## src/rtl/me_stream_feeder_pkg.sv

```systemverilog
// me_stream_feeder shared constants, state encoding and helpers.
// Block geometry defaults come from the BLK_SIZE macro when one is provided.
`ifndef BLK_SIZE
`define BLK_SIZE 8
`endif

package me_stream_feeder_pkg;

    localparam int ME_BLK_SIZE = `BLK_SIZE;
    localparam int ME_BS_SQ    = ME_BLK_SIZE * ME_BLK_SIZE;
    localparam int ME_BS_CUBE  = ME_BS_SQ * ME_BLK_SIZE;
    localparam int ME_WIN_W    = 2 * ME_BLK_SIZE;

    typedef enum logic [2:0] {
        ST_IDLE   = 3'd0,
        ST_PRIME  = 3'd1,
        ST_STREAM = 3'd2,
        ST_WAIT   = 3'd3,
        ST_REPORT = 3'd4
    } me_state_e;

    // Width of a counter that must hold 0..n-1 (at least one bit).
    function automatic int me_cnt_w(input int n);
        return (n > 1) ? $clog2(n) : 1;
    endfunction

endpackage

```

## src/rtl/me_addr_gen.sv

```systemverilog
// y/x/k scan counters and the three pixel-memory address computations.
// One address triple per step; last flags the final triple of a block scan.
module me_addr_gen
    import me_stream_feeder_pkg::*;
#(
    parameter int BLK_SIZE   = 8,
    parameter int WIN_W      = 16,
    parameter int WIN_ADDR_W = 8,
    parameter int CUR_ADDR_W = 6
) (
    input  logic                  clk,
    input  logic                  reset,
    input  logic                  clear,
    input  logic                  step,
    output logic                  last,
    output logic [CUR_ADDR_W-1:0] cur_addr,
    output logic [WIN_ADDR_W-1:0] win_addr_a,
    output logic [WIN_ADDR_W-1:0] win_addr_b
);

    localparam int CW = me_cnt_w(BLK_SIZE);
    localparam logic [CW-1:0] C_MAX = CW'(BLK_SIZE - 1);

    logic [CW-1:0] y;
    logic [CW-1:0] x;
    logic [CW-1:0] k;
    logic [WIN_ADDR_W-1:0] win_row;

    always_ff @(posedge clk or posedge reset) begin
        if (reset) begin
            y <= '0;
            x <= '0;
            k <= '0;
        end else if (clear) begin
            y <= '0;
            x <= '0;
            k <= '0;
        end else if (step) begin
            if (k == C_MAX) begin
                k <= '0;
                if (x == C_MAX) begin
                    x <= '0;
                    y <= (y == C_MAX) ? '0 : y + 1'b1;
                end else begin
                    x <= x + 1'b1;
                end
            end else begin
                k <= k + 1'b1;
            end
        end
    end

    assign last = (k == C_MAX) && (x == C_MAX) && (y == C_MAX);

    // The window row is shared by both ports; port B sits one block to the right.
    assign win_row = (WIN_ADDR_W'(y) + WIN_ADDR_W'(x)) * WIN_ADDR_W'(WIN_W);

    assign cur_addr   = CUR_ADDR_W'(y) * CUR_ADDR_W'(BLK_SIZE) + CUR_ADDR_W'(k);
    assign win_addr_a = win_row + WIN_ADDR_W'(k);
    assign win_addr_b = win_row + WIN_ADDR_W'(k) + WIN_ADDR_W'(BLK_SIZE);

endmodule

```

## src/rtl/me_stream_feeder.sv

```systemverilog
// Sequencer feeding one pe_row engine: streams c/p/p_prime from two pixel
// memories, then waits for done (or a timeout) and reports the motion vector.
module me_stream_feeder
    import me_stream_feeder_pkg::*;
#(
    parameter int BLK_SIZE   = ME_BLK_SIZE,
    parameter int WIN_W      = 2 * BLK_SIZE,
    parameter int WIN_ADDR_W = $clog2(WIN_W * WIN_W),
    parameter int CUR_ADDR_W = $clog2(BLK_SIZE * BLK_SIZE),
    parameter int TIMEOUT    = 4096
) (
    input  logic                  clk,
    input  logic                  reset,
    input  logic                  go,
    output logic                  busy,
    output logic [CUR_ADDR_W-1:0] cur_addr,
    input  logic [7:0]            cur_data,
    output logic [WIN_ADDR_W-1:0] win_addr_a,
    input  logic [7:0]            win_data_a,
    output logic [WIN_ADDR_W-1:0] win_addr_b,
    input  logic [7:0]            win_data_b,
    output logic [7:0]            p,
    output logic [7:0]            p_prime,
    output logic [7:0]            c,
    output logic                  start,
    input  logic                  pe_done,
    input  logic [7:0]            pe_mi,
    input  logic [7:0]            pe_mj,
    output logic                  res_valid,
    output logic [7:0]            res_mi,
    output logic [7:0]            res_mj,
    output logic                  res_err
);

    localparam int TW = me_cnt_w(TIMEOUT);
    localparam logic [TW-1:0] T_LAST = TW'(TIMEOUT - 1);

    me_state_e state;
    me_state_e state_nxt;

    logic            issue;
    logic            step;
    logic            clear;
    logic            last;
    logic            tail;
    logic            rd_v;
    logic            first_d1;
    logic [TW-1:0]   timer;
    logic            timed_out;

    logic [CUR_ADDR_W-1:0] ag_cur;
    logic [WIN_ADDR_W-1:0] ag_a;
    logic [WIN_ADDR_W-1:0] ag_b;

    me_addr_gen #(
        .BLK_SIZE   (BLK_SIZE),
        .WIN_W      (WIN_W),
        .WIN_ADDR_W (WIN_ADDR_W),
        .CUR_ADDR_W (CUR_ADDR_W)
    ) u_addr_gen (
        .clk        (clk),
        .reset      (reset),
        .clear      (clear),
        .step       (step),
        .last       (last),
        .cur_addr   (ag_cur),
        .win_addr_a (ag_a),
        .win_addr_b (ag_b)
    );

    assign timed_out = (timer == T_LAST);

    always_ff @(posedge clk or posedge reset) begin
        if (reset) begin
            state <= ST_IDLE;
        end else begin
            state <= state_nxt;
        end
    end

    // The final STREAM cycle (tail) issues nothing; it lets the last triple drain.
    always_comb begin
        state_nxt = state;
        issue     = 1'b0;
        step      = 1'b0;
        clear     = 1'b0;
        unique case (state)
            ST_IDLE: begin
                if (go) begin
                    clear     = 1'b1;
                    state_nxt = ST_PRIME;
                end
            end
            ST_PRIME: begin
                issue     = 1'b1;
                step      = 1'b1;
                state_nxt = ST_STREAM;
            end
            ST_STREAM: begin
                if (tail) begin
                    state_nxt = ST_WAIT;
                end else begin
                    issue = 1'b1;
                    step  = 1'b1;
                end
            end
            ST_WAIT: begin
                if (pe_done || timed_out) begin
                    state_nxt = ST_REPORT;
                end
            end
            ST_REPORT: begin
                state_nxt = ST_IDLE;
            end
            default: begin
                state_nxt = ST_IDLE;
            end
        endcase
    end

    always_ff @(posedge clk or posedge reset) begin
        if (reset) begin
            tail <= 1'b0;
        end else if (issue && last) begin
            tail <= 1'b1;
        end else if (state == ST_STREAM) begin
            tail <= 1'b0;
        end
    end

    // Two-stage alignment: memory read latency, then the output register.
    always_ff @(posedge clk or posedge reset) begin
        if (reset) begin
            rd_v     <= 1'b0;
            first_d1 <= 1'b0;
            start    <= 1'b0;
            p        <= '0;
            p_prime  <= '0;
            c        <= '0;
        end else begin
            rd_v     <= issue;
            first_d1 <= (state == ST_PRIME);
            start    <= first_d1;
            if (rd_v) begin
                p       <= win_data_a;
                p_prime <= win_data_b;
                c       <= cur_data;
            end
        end
    end

    always_ff @(posedge clk or posedge reset) begin
        if (reset) begin
            timer <= '0;
        end else if (state == ST_WAIT) begin
            timer <= timer + 1'b1;
        end else begin
            timer <= '0;
        end
    end

    // A done arriving on the timeout cycle still wins.
    always_ff @(posedge clk or posedge reset) begin
        if (reset) begin
            res_mi    <= '0;
            res_mj    <= '0;
            res_err   <= 1'b0;
            res_valid <= 1'b0;
        end else begin
            res_valid <= (state == ST_REPORT);
            if (state == ST_WAIT) begin
                if (pe_done) begin
                    res_mi  <= pe_mi;
                    res_mj  <= pe_mj;
                    res_err <= 1'b0;
                end else if (timed_out) begin
                    res_err <= 1'b1;
                end
            end
        end
    end

    assign busy       = (state != ST_IDLE);
    assign cur_addr   = issue ? ag_cur : '0;
    assign win_addr_a = issue ? ag_a : '0;
    assign win_addr_b = issue ? ag_b : '0;

endmodule

```

## config.mk

```make
export PLATFORM = sky130hd
export DESIGN_NAME = me_stream_feeder
export DESIGN_NICKNAME = d
export VERILOG_FILES = /design/src/rtl/me_stream_feeder_pkg.sv /design/src/rtl/me_addr_gen.sv /design/src/rtl/me_stream_feeder.sv
export SDC_FILE = /design/constraint.sdc
export NUM_CORES = 1
export LEC_CHECK = 0
export ABC_AREA = 1
export BUFFER_PORTS_ARGS = -buffer_cell sky130_fd_sc_hd__buf_2
export CAP_MARGIN = 30
export CORE_UTILIZATION = 45
export DETAILED_ROUTE_END_ITERATION = 10
export GPL_ROUTABILITY_DRIVEN = 0
export MAX_ROUTING_LAYER = met4
export PLACE_DENSITY = 0.73
export SETUP_SLACK_MARGIN = 0.05
export SLEW_MARGIN = 25
export SYNTH_ARGS = -nofsm -noshare
export SYNTH_HDL_FRONTEND = slang
export SYNTH_SLANG_ARGS = --single-unit
```

## constraint.sdc

```tcl
create_clock -name clk -period 4.8 [get_ports clk]
set_input_delay 0.96 -clock clk [delete_from_list [all_inputs] [get_ports clk]]
set_output_delay 0.96 -clock clk [all_outputs]
set_load 0.01 [all_outputs]
```

# == Word-level counts from Yosys, hierarchy flattened ==
# Index checks and enable logic that the tools add are counted.
# op_classes
addsub,8
eq_ne,11
mux,28
reduce_logical,16
# op_table
cell,count
2-to-1 mux 3 bit,15
2-to-1 mux 8 bit,2
"adder 12 x 1 -> 12 bit, second input constant",1
"equality test 12 bit, second input constant",1
"equality test 3 bit, second input constant",4
2-to-1 mux 12 bit,1
one-hot mux 3 bit (4 select lines),1
nonzero test 2 bit,5
"adder 3 x 1 -> 3 bit, second input constant",3
adder 8 x 3 -> 8 bit,1
"adder 8 x 4 -> 8 bit, second input constant",1
2-to-1 mux 1 bit,7
adder 6 x 3 -> 6 bit,1
"equality test 3 x 2 -> 1 bit, second input constant",2
2-to-1 mux 6 bit,1
"inequality test 2 bit, second input constant",3
AND reduction 2 bit,3
AND reduction 3 bit,2
adder 3 x 3 -> 4 bit,1
"equality test 3 x 1 -> 1 bit, second input constant",1
logical AND 1 bit,3
zero test 3 bit,1
nonzero test 3 bit,1
one-hot mux 1 bit (2 select lines),1
logical OR 1 bit,1
# totals
reg_bits,70
wordCells,79

# == Depth between registers and ports, before layout ==
# depth
word_depth,6
ltp_mapped,8
mapped_depth_nobuf,7

# == Hierarchy ==
# A second synthesis with hierarchy kept.
# hier_totals
hier_cells,377
hier_area_um2,3487.1
# by_module_without_submodules
mod,instances,cells_each,area_each_um2,seq_area_each_um2
me_stream_feeder,1,288,2765.2,1526.5
me_addr_gen,1,89,721.9,225.2

# == Least setup slack after synthesis ==
# No wires, ideal clock.
# synth_path
path_kind,reg2out
start,register u_addr_gen.y[0]
end,output port win_addr_b[6]
arrival_time_ns,1.501
required_time_ns,3.840
path_slack_ns,2.339
stages_incl_launch_ff,6
path_cell_list,dfrtp_1 ha_1 fa_1 xnor2_1 nor2_1 buf_4
# synth_via
elab_chain_cells,4
# synth_rtl
element,line,source
from (decl),me_addr_gen.sv:24,logic [CW-1:0] y;
from (signal assigned),me_addr_gen.sv:43,y <= (y == C_MAX) ? '0 : y + 1'b1;
adder 3 x 3 -> 4 bit,me_addr_gen.sv:56,assign win_row = (WIN_ADDR_W'(y) + WIN_ADDR_W'(x)) * WIN_ADDR_W'(WIN_W);
adder 8 x 3 -> 8 bit,me_addr_gen.sv:60,assign win_addr_b = win_row + WIN_ADDR_W'(k) + WIN_ADDR_W'(BLK_SIZE);
adder 8 x 4 -> 8 bit,me_addr_gen.sv:60,
2-to-1 mux 8 bit,me_stream_feeder.sv:186,assign win_addr_b = issue ? ag_b : '0;
to (decl),me_stream_feeder.sv:20,"output logic [WIN_ADDR_W-1:0] win_addr_b,"
# No other way between the ends.

# == Worst setup path after layout ==
# layout_path
start,register state[1]
end,output port win_addr_a[0]
# layout_via
elab_chain_cells,3
# layout_rtl
element,line,source
from (decl),me_stream_feeder.sv:38,me_state_e state;
from (signal assigned),me_stream_feeder.sv:77,state <= state_nxt;
equality test 3 x 2 -> 1 bit or equality test 3 x 1 -> 1 bit (tied branches),me_stream_feeder.sv:87,unique case (state)
one-hot mux 1 bit (2 select lines) (*),me_stream_feeder.sv:87,
2-to-1 mux 8 bit (*),me_stream_feeder.sv:185,assign win_addr_a = issue ? ag_a : '0;
to (decl),me_stream_feeder.sv:18,"output logic [WIN_ADDR_W-1:0] win_addr_a,"
# Every way passes the cells marked *; elsewhere a longest branch is shown, timed or not.

==> results.md <==
- Share of Yosys cell area claimed by the top area cell type: a little over half
- Mapped cell area: 3230 µm²
- Hold slack: 358 ps
- EDFF count, synth: 0
- Post-CTS Hold Fix Bufs: 0
- Leakage: 2.11 nW
- Vias in the first global route: 2271
- Outcome: completed
- Setup WS pre-CTS: 2390 ps
- Slew Viols, Final: 0
- Die ar.: 7510 µm²
- PwrDens: 302 nW/µm²
- Mean routed wirelength per cell: 11.8 µm
- Crit Path Class: reg2out
- Maximum root-to-sink buffer count: 2
- Row count: 30
- Pwr Total: about 0.0012 W
- NumNets Final: 492
- Flops & latches, synth: 70
- Routed Antenna Nets: 0
- Total negative slack: 0 ps
- Predominant post-synthesis flop cell: dfrtp_1
- Worst stage delay on the critical path: 430 ps
- DPL Wire Length: 4760 µm
- First-pass iteration count of the detailed router: 4
- I/O pin count: 110
- Fin util: just under 60%
- P&R area growth vs syn: 23.2%
- CP required: about 3800 ps
- Share of cells above drive strength 1: 36.4%
- Peak supply drop: 0.110 mV
- Syn. warnings: 0
- Sink Count: 70
- Delay-heaviest family, CP: simple AND/OR/NAND/NOR gates
- Achievable Freq: around 350 MHz
- CP arrival: 1860 ps
- Final global-route overflow total: 0
- H-tree levels: 3
- Max Cap Viol: 0
- Syn nets: 392
- CP max stage cell: dfrtp_1
- TritonCTS clock tree: yes
- Avg Vias per Cell: 4.74
- Iter 0 DRT Violations: about 170
- Register area share after synthesis: 54.3%
- Global-route wire length before repair: about 10000 µm
- Worst setup EP type: output pin
- DIE HEIGHT: 86.7 µm
- # setup viols final: 0
- Worst path buffer plus inverter count: 3
- Peak fanout along the critical path: 13
- Port Buf Inserts: 108
- Most frequent cell after synthesis: nand2_1
- Avg Inst Size Synth: 9.57 µm²
- Tmin final: 2820 ps
- Worst setup margin: 1980 ps
- CTS clk-pin slew, worst paths: 70 ps
- Setup repair after global routing missed its margin: false
- Core ar.: 6870 µm²
- Reg area: 1750 µm²
- Fill cell count: 603
- Largest area contributor in the netlist: dfrtp_1
- Antenna violations before repair: 0
- Clock latency on the worst-skew pair: 350 ps
- DRC viols: 0
- Hold Path Class: reg2reg
- Element type at the critical path start: register
- WL final: 6330 µm
- CTS resizes: 0
- Ranking of synthesized cells by area: dfrtp_1 54%, nand2_1 10%, mux2_2 8.4%
- Tcrit/Tclk final: roughly three fifths
- Async SR Flop Fraction: 100%
- Yosys cell types: 25
- Via Count: 2549
- Setup Skew: 14.6 ps
- CTS buffer count: 9
- Pin count of the biggest net entering global routing: 44
- Initial Util: a little under half
- Antenna Cells: 0
- Worst Tran Pin Value: 924 ps
- Die W: 86.7 µm
- Post-Synthesis Cells: 337
- Hold Fails Final Rpt: 0
- Critical path cell sequence: inv_1 -> nand3_1 -> nand2_2 -> inv_2 -> nor2_1 -> buf_2
- Commonest cells in the netlist: 90 x nand2_1, 70 x dfrtp_1, 32 x nor2_1
- Root Buffer Master: clkbuf_8
- Postcts setup bufs: 0
- Multi-input gate area: 1200 µm²
- FF-to-FF setup slack: 3000 ps
- GRT Total Usage: 18.0%
- Rel. slew slack: 38.4%
where the power goes:
part	internal, W	switching [W]
Clock	0.000321	0.000219
Combinational	0.0000270	0.0000283
Sequential	0.000600	0.00000428
cell families (layout without fill, tap and decap cells):
group | Yosys count | after routing | synth area share (%)
simple gates | 163 | 163 | 21.5
compound gates | 16 | 16 | 2.56
fa+ha+maj | 11 | 11 | 4.50
flops | 70 | 70 | 54.3
buf+inv | 51 | 156 | 8.38
other cells | 1 | 1 | 0.116
xor+xnor | 1 | 1 | 0.272
mux | 24 | 24 | 8.38
metrics by stage:
stage,area [µm²],cells
final,3980,538
after global routing,3980,538
after CTS,3980,538
after detailed placement,3740,522
after global placement,3740,522
after floorplan,3230,337
cells in the final DEF (no fill, tap or decap), drive strengths merged:
master / instances
xnor2: 1
nand2: 94
conb: 1
nand3: 20
dfrtp: 70
nand3b: 1
fa: 1
nand4: 7
buf: 109
o21ai: 5
bufinv: 2
ha: 10
a21oi: 10
nor2: 35
a21boi: 1
mux2: 24
inv: 31
nor3: 6
clkinvlp: 1
clkbuf: 11
clkinv: 2
path summary, 6_finish.rpt:
check / startpoint / to / cells after the start
setup / recovery: state[1]$_DFFE_PP0P_ / win_addr_a[0] / 6
hold reg to reg: first_d1$_DFF_PP0_ / start$_DFF_PP0_ / 0
hold / removal: first_d1$_DFF_PP0_ / start$_DFF_PP0_ / 0
setup reg to reg: state[1]$_DFFE_PP0P_ / res_mj[6]$_DFFE_PP0P_ / 6
min in group asynchronous: reset / p_prime[6]$_DFFE_PP0P_ / 2
max in group asynchronous: reset / c[5]$_DFFE_PP0P_ / 3
sequential cells by signal (all words and copies together), names as in the netlist:
register,cells
u_addr_gen.y,3
u_addr_gen.k,3
tail,1
p_prime,8
res_err,1
rd_v,1
state,3
res_mj,8
start,1
res_valid,1
p,8
first_d1,1
c,8
res_mi,8
timer,12
u_addr_gen.x,3
final cells by class:
class / count / area share (%)
Tap cell: 96 / 3.02
Clock inverter: 5 / 2.05
Sequential cell: 70 / 44.1
Inverter: 31 / 2.99
Multi-Input combinational cell: 216 / 30.3
Timing Repair Buffer: 109 / 13.8
Clock buffer: 11 / 3.81
worst register-to-register path: stages (launching register included):
cell	delay, ps
dfrtp_1	430
nand2_1	90
nor2_2	400
nand2_2	330
inv_2	330
nand2_1	110
nand2_1	70
per-layer routing:
layer	share of wire (%)	vias to the layer above	wire [µm]	global-route usage, %
li1	-	1266	-	-
met1	44	1190	2790	20.4
met5	0	-	0	-
met2	48	83	3040	29.9
met4	1.1	0	68	5.91
met3	6.9	10	435	6.19
No activity file was read; power rests on OpenSTA's default activity.
